File: config.mk
export PLATFORM = sky130hd
export DESIGN_NAME = fifo_rd_drain
export DESIGN_NICKNAME = d
export VERILOG_FILES = /design/src/rtl/fifo_pkg.sv /design/src/rtl/fifo_skid_buf.sv /design/src/rtl/fifo_rd_drain.sv
export SDC_FILE = /design/constraint.sdc
export NUM_CORES = 1
export LEC_CHECK = 0
export CAP_MARGIN = 15
export CORE_AREA = 2 2 56 58
export DETAILED_ROUTE_END_ITERATION = 16
export DIE_AREA = 0 0 58 60
export HOLD_SLACK_MARGIN = 0.08
export PLACE_DENSITY = 0.67
export SLEW_MARGIN = 30
export SYNTH_ARGS = -nofsm -noshare
export SYNTH_HDL_FRONTEND = slang
export SYNTH_SLANG_ARGS = --single-unit
File: constraint.sdc
create_clock -name r_clk -period 3.2 [get_ports r_clk]
set_input_delay 0.48 -clock r_clk [delete_from_list [all_inputs] [get_ports r_clk]]
set_output_delay 0.48 -clock r_clk [all_outputs]
set_load 0.005 [all_outputs]
File: src/rtl/fifo_pkg.sv
// Shared types and defaults for the FIFO read-drain block (buffer state encoding, default widths).
package fifo_pkg;
  typedef enum logic [1:0] {
    EMPTY = 2'd0,
    ONE   = 2'd1,
    TWO   = 2'd2
  } buf_state_e;

  localparam int DEF_WIDTH     = 8;
  localparam int DEF_BURST_LEN = 4;
endpackage

File: src/rtl/fifo_skid_buf.sv
// Two-entry in-order skid buffer; the head entry drives the stream, the tail absorbs one word of slack.
module fifo_skid_buf
  import fifo_pkg::*;
#(
  parameter int WIDTH = DEF_WIDTH
) (
  input  logic             i_clk,
  input  logic             i_rst_n,
  input  logic             i_push,
  input  logic [WIDTH-1:0] i_data,
  input  logic             i_pop,
  output logic             o_valid,
  output logic [WIDTH-1:0] o_data,
  output buf_state_e       o_state
);
  buf_state_e       r_state;
  buf_state_e       w_nxt;
  logic [WIDTH-1:0] r_head;
  logic [WIDTH-1:0] r_tail;

  always_ff @(posedge i_clk or negedge i_rst_n) begin
    if (!i_rst_n) r_state <= EMPTY;
    else          r_state <= w_nxt;
  end

  always_comb begin
    w_nxt = r_state;
    case (r_state)
      EMPTY:   if (i_push) w_nxt = ONE;
      ONE: begin
        if (i_push && !i_pop)      w_nxt = TWO;
        else if (!i_push && i_pop) w_nxt = EMPTY;
      end
      TWO:     if (!i_push && i_pop) w_nxt = ONE;
      default: w_nxt = EMPTY;
    endcase
  end

  // Push into TWO without a pop cannot happen: the read side never over-issues.
  always_ff @(posedge i_clk or negedge i_rst_n) begin
    if (!i_rst_n) begin
      r_head <= '0;
      r_tail <= '0;
    end else begin
      case (r_state)
        EMPTY: if (i_push) r_head <= i_data;
        ONE: begin
          if (i_push && i_pop) r_head <= i_data;
          else if (i_push)     r_tail <= i_data;
        end
        TWO: if (i_pop) begin
          r_head <= r_tail;
          if (i_push) r_tail <= i_data;
        end
        default: ;
      endcase
    end
  end

  assign o_valid = (r_state != EMPTY);
  assign o_data  = r_head;
  assign o_state = r_state;
endmodule

File: src/rtl/fifo_rd_drain.sv
// Drains a FIFO with 1-cycle read latency into a valid/ready stream with burst m_last marking.
// Optional statistics outputs (rd_count, stall_seen) are built when FIFO_RD_DRAIN_STATS_EN is defined.
module fifo_rd_drain
  import fifo_pkg::*;
#(
  parameter int WIDTH     = DEF_WIDTH,
  parameter int BURST_LEN = DEF_BURST_LEN
) (
  input  logic             r_clk,
  input  logic             rst_n,
  input  logic             fifo_empty,
  output logic             fifo_rd_en,
  input  logic [WIDTH-1:0] fifo_rdata,
  output logic             m_valid,
  input  logic             m_ready,
  output logic [WIDTH-1:0] m_data,
  output logic             m_last
`ifdef FIFO_RD_DRAIN_STATS_EN
  ,
  output logic [31:0]      rd_count,
  output logic             stall_seen
`endif
);
  localparam int CW = (BURST_LEN > 1) ? $clog2(BURST_LEN) : 1;

  logic [1:0]    r_rel_pipe;
  logic          r_inflight;
  logic [CW-1:0] r_beat;
  logic          w_xfer;
  logic [2:0]    w_occ;
  buf_state_e    w_state;

  fifo_skid_buf #(.WIDTH(WIDTH)) u_buf (
    .i_clk   (r_clk),
    .i_rst_n (rst_n),
    .i_push  (r_inflight),
    .i_data  (fifo_rdata),
    .i_pop   (w_xfer),
    .o_valid (m_valid),
    .o_data  (m_data),
    .o_state (w_state)
  );

  assign w_xfer = m_valid & m_ready;

  // Occupancy as seen after this edge: a same-cycle transfer frees its slot for a new read.
  assign w_occ = {1'b0, w_state} + {2'b00, r_inflight} - {2'b00, w_xfer};

  // r_rel_pipe holds off reads until a full cycle after reset release.
  assign fifo_rd_en = r_rel_pipe[1] & ~fifo_empty & (w_occ < 3'd2);
  assign m_last     = m_valid & (r_beat == CW'(BURST_LEN - 1));

  always_ff @(posedge r_clk or negedge rst_n) begin
    if (!rst_n) begin
      r_rel_pipe <= '0;
      r_inflight <= 1'b0;
      r_beat     <= '0;
    end else begin
      r_rel_pipe <= {r_rel_pipe[0], 1'b1};
      r_inflight <= fifo_rd_en;
      if (w_xfer) r_beat <= (r_beat == CW'(BURST_LEN - 1)) ? '0 : r_beat + 1'b1;
    end
  end

`ifdef FIFO_RD_DRAIN_STATS_EN
  logic [31:0] r_rd_count;
  logic        r_stall_seen;

  always_ff @(posedge r_clk or negedge rst_n) begin
    if (!rst_n) begin
      r_rd_count   <= '0;
      r_stall_seen <= 1'b0;
    end else begin
      if (w_xfer) r_rd_count <= r_rd_count + 32'd1;
      if (m_valid && !m_ready) r_stall_seen <= 1'b1;
    end
  end

  assign rd_count   = r_rd_count;
  assign stall_seen = r_stall_seen;
`endif
endmodule

Yosys cells after proc, flatten, opt, wreduce, memory -nomap -nowiden --
Index checks and enable logic that the tools add are counted. Widths: inputs -> output; s select.
Word-level totals: output and inout bits 11, register bits 23
Cells by class: magnitude comparators 1, multiplexer cells 14, add/subtract/negate cells 3, reduce and logical (&&, ||, !) cells 12, equality and inequality tests 9, bitwise logic cells 5
Operators by type and width (number):
- $mux 8 | 6
- $pmux 8 s3 | 1
- $pmux 8 s2 | 1
- $mux 2 | 5
- $ne 2x1->1 const B | 3
- $pmux 2 s3 | 1
- $reduce_and 3->1 | 2
- $and 1x1->1 | 4
- $eq 2x2->1 const B | 2
- $ne 2x2->1 const B | 2
- $reduce_and 4->1 | 1
- $reduce_bool 2->1 | 2
- $add 2x1->3 | 1
- $logic_and 1x1->1 | 3
- $lt 3x2->1 const B | 1
- $ne 3x1->1 const B | 1
- $reduce_bool 3->1 | 1
- $sub 3x1->3 | 1
- $add 2x1->2 const B | 1
- $eq 2x1->1 const B | 1
- $logic_not 1->1 | 2
- $logic_not 2->1 | 1
- $not 1->1 | 1

Depth between registers and ports, before layout --
depth after elaboration 6, mapped depth 9, gate-level depth less buffers 8

By module --
Synthesis repeated with hierarchy kept, for this count alone.
Second synthesis, totals: cell total of the unflattened synthesis 82, area, all modules 1121.1 um^2
By module, submodules not included:
- fifo_skid_buf | area each 868.3 um^2, times used 1, cells an instance 62
- fifo_rd_drain | area each 252.7 um^2, times used 1, cells an instance 20

Least setup slack after synthesis --
Ideal clock, no wire load.
path type reg2out, from register u_buf.r_state[1], in the netlist u_buf.o_state[1], to output port fifo_rd_en, arrival 2064 ps, slack 656 ps, cell stages (with the launch flop) 10, cell sequence dfrtp_1 inv_1 ha_1 nand2b_4 buf_6 nor2_1 o21ai_0 fa_1 xor2_1 nor3_1
Between the ends: cells in the longest elaborated chain, start to end 5, elaborated cells on any way between the ends 6, those cells by class add/sub: 2; order compare: 1; bitwise: 2; reduce/logical: 1
Ends and longest elaborated chain:
- from (decl) | line fifo_skid_buf.sv:16 | buf_state_e r_state;
- from (signal assigned) | line fifo_skid_buf.sv:23 | else r_state <= w_nxt;
- parallel branches: the longest is 2 deep, another holds $add 2x1->3
- $sub 3x1->3 * | line fifo_rd_drain.sv:47 | assign w_occ = {1'b0, w_state} + {2'b00, r_inflight} - {2'b00, w_xfer};
- $lt 3x2->1 * | line fifo_rd_drain.sv:50 | assign fifo_rd_en = r_rel_pipe[1] & ~fifo_empty & (w_occ < 3'd2);
- $and 1x1->1 * | line fifo_rd_drain.sv:50
- to (decl) | line fifo_rd_drain.sv:12 | output logic fifo_rd_en,
Mark *: on every way between the ends.

Worst setup path in the final report --
from register u_buf.r_state[0], in the netlist u_buf.o_state[0], to output port fifo_rd_en
The elaborated chain is that of the path after synthesis.

==> impl_metrics.env <==
export IMPL_antenna_found_initial=0
export IMPL_clock_latency_ps=300
export IMPL_crit_buf_inv=2
export IMPL_worst_slack_ps=437.1
export IMPL_seq_area_frac_synth=0.4728
export IMPL_cp_top_family="adder cells"
export IMPL_cts_sinks=23
export IMPL_htreeDepth=1
export IMPL_cap_viol_max_count=0
export IMPL_cts_buffers_inserted=3
export IMPL_dp_slack_ps=31.19
export IMPL_wl_mm=2.067
export IMPL_min_path_type="register to register"
export IMPL_clk_pin_slew_ps=120
export IMPL_setup_viol=0
export IMPL_min_from="r_rel_pipe[0]"
export IMPL_track_usage=0.1390
export IMPL_multi_input_area_um2=618.1
export IMPL_max_stage_delay_ps=410
export IMPL_fmax_mhz=361.9
export IMPL_muxShareOfSynthArea=0.2467
export IMPL_area_growth_pct=27.44
export IMPL_initialDrtViolationCount=17
export IMPL_rows=20
export IMPL_synthesis_nets=113
export IMPL_synth_simple_area_share=0.08530
export IMPL_pin_count=23
export IMPL_synth_top_family_by_area="multiplexers"
export IMPL_dr_pass1_iters=4
export IMPL_cp_end_kind="output port"
export IMPL_ant_nets=0
export IMPL_cts_path_max_buffers=2
export IMPL_drc=0
export IMPL_skew_ps=6.888
export IMPL_die_h_um=60
export IMPL_initial_core_util=0.4194
export IMPL_regArea_um2=575.6
export IMPL_crit_slowest_cell="dfrtp_1"
export IMPL_finalSetupTns_ps=0
export IMPL_hold_viol_final=0
export IMPL_diodes=0
export IMPL_peakVddDrop_uv=518.5
export IMPL_n_fill_cell=271
export IMPL_min_period_ps=2763
export IMPL_fin_crit_sh=0.8634
export IMPL_path_max_fanout=6
export IMPL_leakagePower_uw=0.0007102
export IMPL_place_congestion=0.7400
export IMPL_syn_inst=94
export IMPL_cellPowerDensity_mw_per_mm2=910.4
export IMPL_ys_warn_count=0
export IMPL_core_area_mm2=0.002903
export IMPL_grt_max_degree=24
export IMPL_wl_per_cell_um=13.17
export IMPL_start_kind="register"
export IMPL_drv_slew=0
export IMPL_finalPower_uw=1412
export IMPL_die_area_mm2=0.003480
export IMPL_syn_area_mm2=0.001217
export IMPL_viasPerCell=5.000
export IMPL_port_buffers=22
export IMPL_worstPathCellList="inv_2, ha_4, and2b_1, nor2_1, o21ai_0, fa_1, xor2_1, nor3_2, dlymetal6s2s_1"
export IMPL_fp_dieW_um=58
export IMPL_worstSetupPathType="register to output port"
export IMPL_final_cell_area_mm2=0.001551
export IMPL_vias=785
export IMPL_synthDistinctLibCells=26
export IMPL_cts_root_buffer="clkbuf_4"
export IMPL_rsz0062_at_grt="false"
export IMPL_synthAdderAreaFrac=0.07811
export IMPL_cp_startpoint="u_buf.o_state[0]"
export IMPL_final_util=0.5345
export IMPL_status="complete, no violations"
export IMPL_slew_headroom=0.6585
export IMPL_worstPathRequired_ps=2720
export IMPL_yosys_register_bits=23
export IMPL_grt_overflow=0
export IMPL_yosys_area_share_xor_xnor=0.01439
export IMPL_cts_hold_buf=0
export IMPL_arrival_ps=2280
export IMPL_dp_final_hpwl_mm=1.477
export IMPL_r2r_start="u_buf.o_state[1]"
export IMPL_tightest_slew_ps=512.3
export IMPL_synth_compound_area_frac=0.06578
export IMPL_synth_avg_cell_area_um2=12.95
export IMPL_drive_gt1_frac=0.3145
export IMPL_grt_pass1_wl_mm=3.657
export IMPL_nNetsFinal=144
export IMPL_first_global_vias=850
export IMPL_cts_tree="built"
export IMPL_cts_setup_buffers=0
export IMPL_placed_area_mm2=0.001505
[Yosys cell counts (all sizes together)]
master  count  area [um2]
mux2       24       300.3
dfrtp      23       575.6
nand2       8       30.03
ha          6       75.07
o21ai       5       28.78
inv         4       15.01
nor2        3       11.26
nor2b       3       18.77
buf         2       22.52
nor3        2       10.01
xor2        2       17.52
a21o        1       7.510
a21oi       1       16.27
and2b       1       7.510
clkbuf      1       3.750
conb        1       3.750
fa          1       20.02
nand2b      1       13.76
nand3       1       5.000
o2111a      1       11.26
o311ai      1       8.760
o31ai       1       7.510
or2b        1       7.510
[metrics by stage]
stage | std cells | hold WS, ps
after floorplan | 94 | 184.4
final | 157 | 362.9
after global routing | 157 | 384.5
after CTS | 157 | 366.6
after global placement | 153 | 333.9
after detailed placement | 153 | 337.1
[metal layers]
metal	global-route usage	wire, um	part of all wire	up-vias
li1	-	-	-	379
met1	0.1740	982	0.48	389
met2	0.2386	1002	0.48	15
met3	0.02165	68	0.033	2
met4	0.05980	13	0.0063	0
met5	0	0	0	-
[cells in the final DEF, fill, tap and decap left out, drive strengths merged]
cell and instances:
nand3 1, mux2 24, a21o 1, o31ai 1
fa 1, ha 6, nor2b 3, dlymetal6s2s 1
xor2 2, o2111a 1, o311ai 1, o21ai 5
nor3 2, clkbuf 4, dfrtp 23, inv 4
conb 1, nand2 8, or2b 1, a21oi 1
nor2 3, nand2b 1, clkdlybuf4s50 21, buf 7
and2b 1
[worst reg2reg max path: cells and delay by family, from the launching register on]
kind	cells	cell delay (ps)
DFF	1	400
muxes	1	350
and+or+nand+nor	1	120
AOI/OAI and AO/OA	1	530
adders and majority gates	1	360
buffers and inverters	1	160
[layout make-up]
class / count / share of cell area
clock buffers: 4 / 0.01694
inverters: 4 / 0.009677
multi-input cells: 64 / 0.3984
flip-flops and latches: 23 / 0.3710
well taps: 33 / 0.02661
repair buffers: 29 / 0.1774
[flip-flops by register name (all words and copies together) (netlist names)]
name           count
u_buf.o_data       8
u_buf.r_tail       8
r_beat             2
r_rel_pipe         2
u_buf.o_state      2
r_inflight         1
[where the power goes]
part           internal (uW)  switching, uW  leakage (uW)  total (uW)
clock network           48.5           80.3     0.0000150         129
registers                426           76.8      0.000278         503
logic                    476            305      0.000417         781
total                    951            462      0.000710        1410
[cells by family (layout without fill, tap and decap cells)]
| logic type | after synthesis | after routing |
|---|---|---|
| muxes | 24 | 24 |
| DFF | 23 | 23 |
| and+or+nand+nor | 20 | 20 |
| AOI/OAI and AO/OA | 10 | 10 |
| adders and majority gates | 7 | 7 |
| buffers and inverters | 7 | 37 |
| xor gates and xnor gates | 2 | 2 |
| other | 1 | 1 |
[final timing paths]
check,endpoint,slack (ps),depth (start not counted)
worst max register to register,u_buf.r_tail[5],1180,5
min in group asynchronous,u_buf.o_state[0],520,2
worst min-delay path,r_rel_pipe[1],360,0
max in group asynchronous,u_buf.r_tail[7],2450,2
worst min register to register,r_rel_pipe[1],360,0
worst max-delay path,fifo_rd_en,440,9
[timing repair]
action | CTS | global route
setup endpoints to repair | 1 | 1
pin swaps | 0 | 0
gates resized for setup | 4 | 1
cloned | 0 | 0
(Power assumes the default switching activity.)
